$ cat config.mk
export PLATFORM = sky130hd
export DESIGN_NAME = ifetch_stage
export DESIGN_NICKNAME = d
export VERILOG_FILES = /design/src/rtl/ifetch_stage.sv
export SDC_FILE = /design/constraint.sdc
export NUM_CORES = 1
export LEC_CHECK = 0
export BUFFER_PORTS_ARGS = -buffer_cell sky130_fd_sc_hd__clkbuf_2
export CAP_MARGIN = 40
export CORE_UTILIZATION = 44
export DETAILED_ROUTE_END_ITERATION = 16
export GPL_TIMING_DRIVEN = 0
export HOLD_SLACK_MARGIN = 0.03
export PLACE_DENSITY = 0.77
export SYNTH_ARGS = -nofsm -noshare
export SYNTH_HDL_FRONTEND = slang
export SYNTH_SLANG_ARGS = --single-unit
$ cat constraint.sdc
create_clock -name clock -period 2.54 [get_ports clock]
set_clock_uncertainty 0.15 [all_clocks]
set_input_delay 0.254 -clock clock [delete_from_list [all_inputs] [get_ports clock]]
set_output_delay 0.254 -clock clock [all_outputs]
set_load 0.01 [all_outputs]
$ cat src/rtl/ifetch_stage.sv
// ifetch_stage: instruction fetch stage between the PC stage and decode.
// Issues one aligned memory read per fetch_go, holds the returned word until
// decode accepts it, then pulses pc_en so the PC stage can advance.
// Optional feature: define IFETCH_TIMEOUT_EN to abort a request that is not
// acknowledged within TIMEOUT_CYCLES cycles (sticky timeout, FSM -> ERR).
module ifetch_stage #(
  parameter int TIMEOUT_CYCLES = 255
) (
  input  logic        clock,
  input  logic        reset,
  input  logic [31:0] pc,
  input  logic        fetch_go,
  input  logic        flush,
  output logic        imem_req,
  output logic [31:0] imem_addr,
  input  logic        imem_ack,
  input  logic [31:0] imem_rdata,
  output logic [31:0] instr,
  output logic        instr_valid,
  input  logic        instr_ready,
  output logic [31:0] instr_pc,
  output logic        pc_en,
  output logic        fetch_err,
  output logic        timeout
);

  typedef enum logic [1:0] {IDLE, REQ, VALID, ERR} state_t;

  state_t      state;
  state_t      state_next;
  logic        req_next;
  logic [31:0] addr_next;
  logic [31:0] instr_next;
  logic [31:0] ipc_next;
  logic        valid_next;
  logic        pc_en_next;
  logic        err_next;
  logic        drop;
  logic        drop_next;

`ifdef IFETCH_TIMEOUT_EN
  localparam int CW = $clog2(TIMEOUT_CYCLES + 1);
  logic [CW-1:0] tcnt;
  logic [CW-1:0] tcnt_next;
  logic          timeout_next;
`endif

  // Next-state and next-output logic; every output is the registered copy
  // of a value computed here, so nothing combinational reaches a port.
  always_comb begin
    state_next = state;
    req_next   = imem_req;
    addr_next  = imem_addr;
    instr_next = instr;
    ipc_next   = instr_pc;
    valid_next = instr_valid;
    pc_en_next = 1'b0;
    err_next   = fetch_err;
    drop_next  = drop;
`ifdef IFETCH_TIMEOUT_EN
    tcnt_next    = tcnt;
    timeout_next = timeout;
`endif
    case (state)
      IDLE: begin
        req_next   = 1'b0;
        valid_next = 1'b0;
        if (fetch_go) begin
          if (pc[1:0] == 2'b00) begin
            state_next = REQ;
            req_next   = 1'b1;
            addr_next  = pc;
            ipc_next   = pc;
            drop_next  = 1'b0;
`ifdef IFETCH_TIMEOUT_EN
            tcnt_next  = '0;
`endif
          end else begin
            state_next = ERR;
            err_next   = 1'b1;
          end
        end
      end
      REQ: begin
        if (imem_ack) begin
          req_next  = 1'b0;
          drop_next = 1'b0;
          if (drop || flush) begin
            state_next = IDLE;
          end else begin
            instr_next = imem_rdata;
            valid_next = 1'b1;
            state_next = VALID;
          end
        end else begin
          if (flush) begin
            drop_next = 1'b1;
          end
`ifdef IFETCH_TIMEOUT_EN
          if (int'(tcnt) >= TIMEOUT_CYCLES - 1) begin
            timeout_next = 1'b1;
            req_next     = 1'b0;
            drop_next    = 1'b0;
            state_next   = ERR;
          end else begin
            tcnt_next = tcnt + CW'(1);
          end
`endif
        end
      end
      VALID: begin
        if (flush) begin
          valid_next = 1'b0;
          state_next = IDLE;
        end else if (instr_ready) begin
          valid_next = 1'b0;
          pc_en_next = 1'b1;
          state_next = IDLE;
        end
      end
      ERR: begin
        req_next   = 1'b0;
        valid_next = 1'b0;
      end
      default: begin
        state_next = IDLE;
      end
    endcase
  end

  // State and output registers, cleared asynchronously while reset is low.
  always_ff @(posedge clock or negedge reset) begin
    if (!reset) begin
      state       <= IDLE;
      imem_req    <= 1'b0;
      imem_addr   <= '0;
      instr       <= '0;
      instr_pc    <= '0;
      instr_valid <= 1'b0;
      pc_en       <= 1'b0;
      fetch_err   <= 1'b0;
      drop        <= 1'b0;
    end else begin
      state       <= state_next;
      imem_req    <= req_next;
      imem_addr   <= addr_next;
      instr       <= instr_next;
      instr_pc    <= ipc_next;
      instr_valid <= valid_next;
      pc_en       <= pc_en_next;
      fetch_err   <= err_next;
      drop        <= drop_next;
    end
  end

`ifdef IFETCH_TIMEOUT_EN
  // Timeout counter and sticky timeout flag.
  always_ff @(posedge clock or negedge reset) begin
    if (!reset) begin
      tcnt    <= '0;
      timeout <= 1'b0;
    end else begin
      tcnt    <= tcnt_next;
      timeout <= timeout_next;
    end
  end
`else
  // Feature disabled: the flag is a constant zero (a legal cycle count is
  // never negative), so no counter or flop exists.
  assign timeout = (TIMEOUT_CYCLES < 0);
`endif

endmodule

Word level (Yosys, flattened, before mapping)
Cells that the tools add are included.
- memory bits (writable): 0
- input port bits: 70
- memories: 0
- bits in latches: 0
- ROM bits: 0
- flip-flop bits (word level): 71
- $lt $le $gt $ge: 0
- reduce and logical (&&, ||, !) cells: 14
- multiplexer cells: 24
- div/mod/pow operators: 0
- $add $sub $neg: 0
- $mul: 0
- equality and inequality tests: 9
- shift operators: 0
- bitwise logic cells: 2
- operators with widths (kind ; count):
    1-bit two-way mux ; 14
    2-bit two-way mux ; 6
    3-bit AND reduction ; 4
    2-bit inequality test (second input constant) ; 4
    4-bit AND reduction ; 2
    3-bit inequality test (second input constant) ; 2
    1-bit one-hot mux with 3 select lines ; 2
    2-bit one-hot mux with 3 select lines ; 1
    3-bit nonzero test ; 2
    2-bit == test (second input constant) ; 2
    2-bit logical NOT ; 2
    2-bit by 1-bit == test with 1-bit output (second input constant) ; 1
    1-bit NOT ; 2
    1-bit one-hot mux with 2 select lines ; 1
    2-bit AND reduction ; 1
    2-bit nonzero test ; 1
    2-bit OR reduction ; 1
    1-bit logical OR ; 1

Longest topological paths before layout
- depth after elaboration: 4
- gate-level depth with buffers: 6
- gate-level depth less buffers: 5

Worst setup path before layout
Ideal clock, no wire load.
- kind: register to register
- start: register state[1]
- end: register instr[0]
- path buffers: 1
- period minus slack after synthesis: 1.888 ns
- library setup time: 0.125 ns
- required time: 2.265 ns
- cell stages (with the launch flop): 7
- data arrival time: 1.614 ns
- path slack: 0.652 ns
- cell sequence: dfrtp_1 inv_1 ha_1 nand2b_4 nor3b_4 buf_6 mux2_2
- longest elaborated chain between the ends: 2
- RTL lines (item ; line ; source):
    start: declaration ; 29 ; state_t state;
    start signal: assignment ; 144 ; state <= state_next;
    2-bit by 1-bit == test with 1-bit output ; 64 ; case (state)
    3-bit AND reduction (no line) ; -- ;
    end signal: assignment ; 147 ; instr <= instr_next;
    end: declaration ; 18 ; output logic [31:0] instr,
Every way passes these cells.
A chain may end at the register's enable or synchronous reset.

Worst setup path after layout
- start: register state[0]
- end: register instr_pc[19]
- longest elaborated chain between the ends: 2
- RTL lines (item ; line ; source):
    2-bit logical NOT ; 64 ;
    3-bit AND reduction (no line) ; -- ;
    end signal: assignment ; 148 ; instr_pc <= ipc_next;
    end: declaration ; 21 ; output logic [31:0] instr_pc,
Every way passes these cells.

==> summary.md <==
| Metric | Value |
|---|---|
| WL met1 | 2970 um |
| Warnings, synthesis | 0 |
| Final Hold Fails | 0 |
| Most common cell after layout, fill and taps aside | clkbuf_2 |
| Avg Vias per Cell | 4.48 |
| Clk_lat worst skew | 0.33 ns |
| CTS clk-pin slew, worst paths | 0.07 ns |
| Met2 WL | 4020 um |
| # rows | 30 |
| Largest net degree at the start of global routing | 45 |
| Most frequent cells in the layout | clkbuf_2 (168), dfrtp_1 (71), dlygate4sd3_1 (65), mux2_2 (64), buf_4 (36) |
| Total core area | 6830 um2 |
| Layout Nets | 535 |
| Die height | 86.3 um |
| CP endpoint kind | register |
| TritonRoute pass-1 iters | 4 |
| Routed vias | 2505 |
| Seq cells post-synth | 71 |
| Routed len/inst | 13.9 um |
| Post-synth cell types | 28 |
| CTS tree | yes |
| Detailed router's first-iteration violation count | 47 |
| CTS Sinks | 71 |
| Top-area cell type share of the netlist area | 56.9% |
| Htree depth | 3 |
| Fin. max-slew vios | 0 |
| Width of the die | 86.3 um |
| Vias in the first global route | 2648 |
| Leakage | 0.00259 uW |
| Hold Path Class | in -> reg |
| Antenna Cells | 0 |
| Final setup fails | 0 |
| Outcome | completed |
| Minimum clock period | 2.12 ns |
| Syn-to-layout area delta | 59.9% |
| Gates resized, CTS repair | 0 |
| Grt total ovfl | 0 |
| Worst vdd ir | 0.576 mV |
| Final worst-path cycle share | 83.4% |
| Synth top area cells | dfrtp_1 (57%), mux2_2 (23%), buf_4 (8.7%) |
| Arrival time at the worst endpoint | 2.18 ns |
| DR DRC count | 0 |
| DP Wirelength | 4970 um |
| Post-route antenna net violation count | 0 |
| Power Dens Cells | 1120 nW/um2 |
| Initial antenna violation count | 0 |
| Root buffer cell | clkbuf_8 |
| WP data required | 2.60 ns |
| Peak Freq | 0.472 GHz |
| Hold buffers post-CTS | 64 |
| Biggest area consumer among synthesized cells | dfrtp_1 |
| Port bufs | 169 |
| Initial Utilization | 45.7% |
| Fin Setup TNS | 0 ns |
| Post-Route WL | 7750 um |
| Syn Inst Count | 212 |
| Post-synth net total | 289 |
| Die area | 7440 um2 |
| Aggregate global-route resource usage | 21.3% |
| RSZ-0062 raised after global routing | no |
| Sequential share of the synthesized area | 56.9% |
| Startpoint Class | register |
| Syn Std Cell Area | 3120 um2 |
| Syn avg cell area | 14.7 um2 |
| Proportion of layout cells with a drive suffix above 1 | 63.3% |
| CTS Buf Count | 9 |
| Worst setup path class | reg -> reg |
| Max Used Layer | met4 |
| Deepest clock path buffer count | 2 |
| First-pass GRT wire length | 12200 um |
| Utilization after layout | 73.1% |
| Post-CTS Setup Bufs | 0 |
| RD Place Congestion | 0.716 |
| Max-Cap Viols | 0 |
| Crit Path Max Fanout | 10 |
| Met3 WL | 593 um |
| # IOs | 171 |
## metrics by stage
| step | setup WS, ns | instance area [um2] | cells | power (uW) | hold WS [ns] |
|---|---|---|---|---|---|
| final | 0.421 | 4990 | 559 | 5610 | 0.0844 |
| after global routing | 0.252 | 4990 | 559 | 5950 | 0.0949 |
| after CTS | 0.393 | 4980 | 558 | 5600 | 0.0321 |
| after detailed placement | 0.417 | 4110 | 478 | 4490 | 0.0853 |
| after global placement | 0.456 | 4090 | 477 | 4390 | 0.325 |
| after floorplan | 0.652 | 3120 | 212 | 3480 | -0.192 |
## state kept, by name (all words and copies together), names as in the netlist
name / cells
instr_pc: 32
instr: 32
instr_valid: 1
state: 2
drop: 1
pc_en: 1
fetch_err: 1
imem_req: 1
## cell families (layout without fill, tap and decap cells)
group | after synthesis | count (layout) | share of synthesized area, %
other | 1 | 1 | 0.120
muxes | 65 | 65 | 23.4
DFF | 71 | 71 | 56.9
AOI/OAI and AO/OA | 8 | 8 | 2.56
adders and majority gates | 7 | 7 | 2.80
buffers and inverters | 43 | 294 | 10.3
and+or+nand+nor | 17 | 17 | 4.00
## metal layers
| metal | track usage [%] | up-vias |
|---|---|---|
| li1 | - | 1179 |
| met1 | 22.7 | 1188 |
| met2 | 39.3 | 121 |
| met3 | 6.29 | 17 |
| met4 | 8.64 | 0 |
| met5 | 0 | - |
## synth_stat cells
master     number
dfrtp_1        71
nor3b_4         1
nand2b_1        1
buf_6           3
a211o_1         1
nor2b_1         4
o21a_1          1
and4bb_1        1
nor3_1          1
o211a_1         1
mux2i_1         1
nand3_1         1
a2111oi_4       1
and3b_1         1
ha_1            7
nor3b_1         2
nor2_1          3
o31ai_1         1
mux2_2         64
nand2b_4        1
o21ai_0         1
inv_1           3
conb_1          1
buf_4          36
buf_2           1
o21bai_1        1
nand2_1         1
o22ai_1         1
## layout make-up
class,count,area [um2]
fillers,473,1840
flip-flops and latches,71,1780
repair buffers,235,1520
multi-input cells,98,1030
plain buffers,40,309
clock buffers,11,151
well taps,96,120
clock inverters,5,80.1
inverters,3,11.3
## where the power goes
part	total (uW)	switching (uW)	internal [uW]
sequential	2030	370	1660
clock	1020	419	605
combinational	2550	1120	1420
## worst max-delay path, stage by stage, from the launching register on
cell,delay (ns)
dfrtp_1,0.43
inv_1,0.14
ha_1,0.28
and4bb_1,0.22
buf_2,0.19
buf_4,0.22
mux2_2,0.36
## worst paths after layout
path	startpoint	slack, ns	endpoint	cells past startpoint
setup reg to reg	state[0]	0.42	instr_pc[19]	6
max in group asynchronous	reset	1.42	instr_pc[19]	3
hold / removal	pc[0]	0.08	fetch_err	3
min in group asynchronous	reset	0.26	instr[9]	2
setup / recovery	state[0]	0.42	instr_pc[19]	6
hold reg to reg	fetch_err	0.34	fetch_err	1
Power figures use the tool's default switching activity.
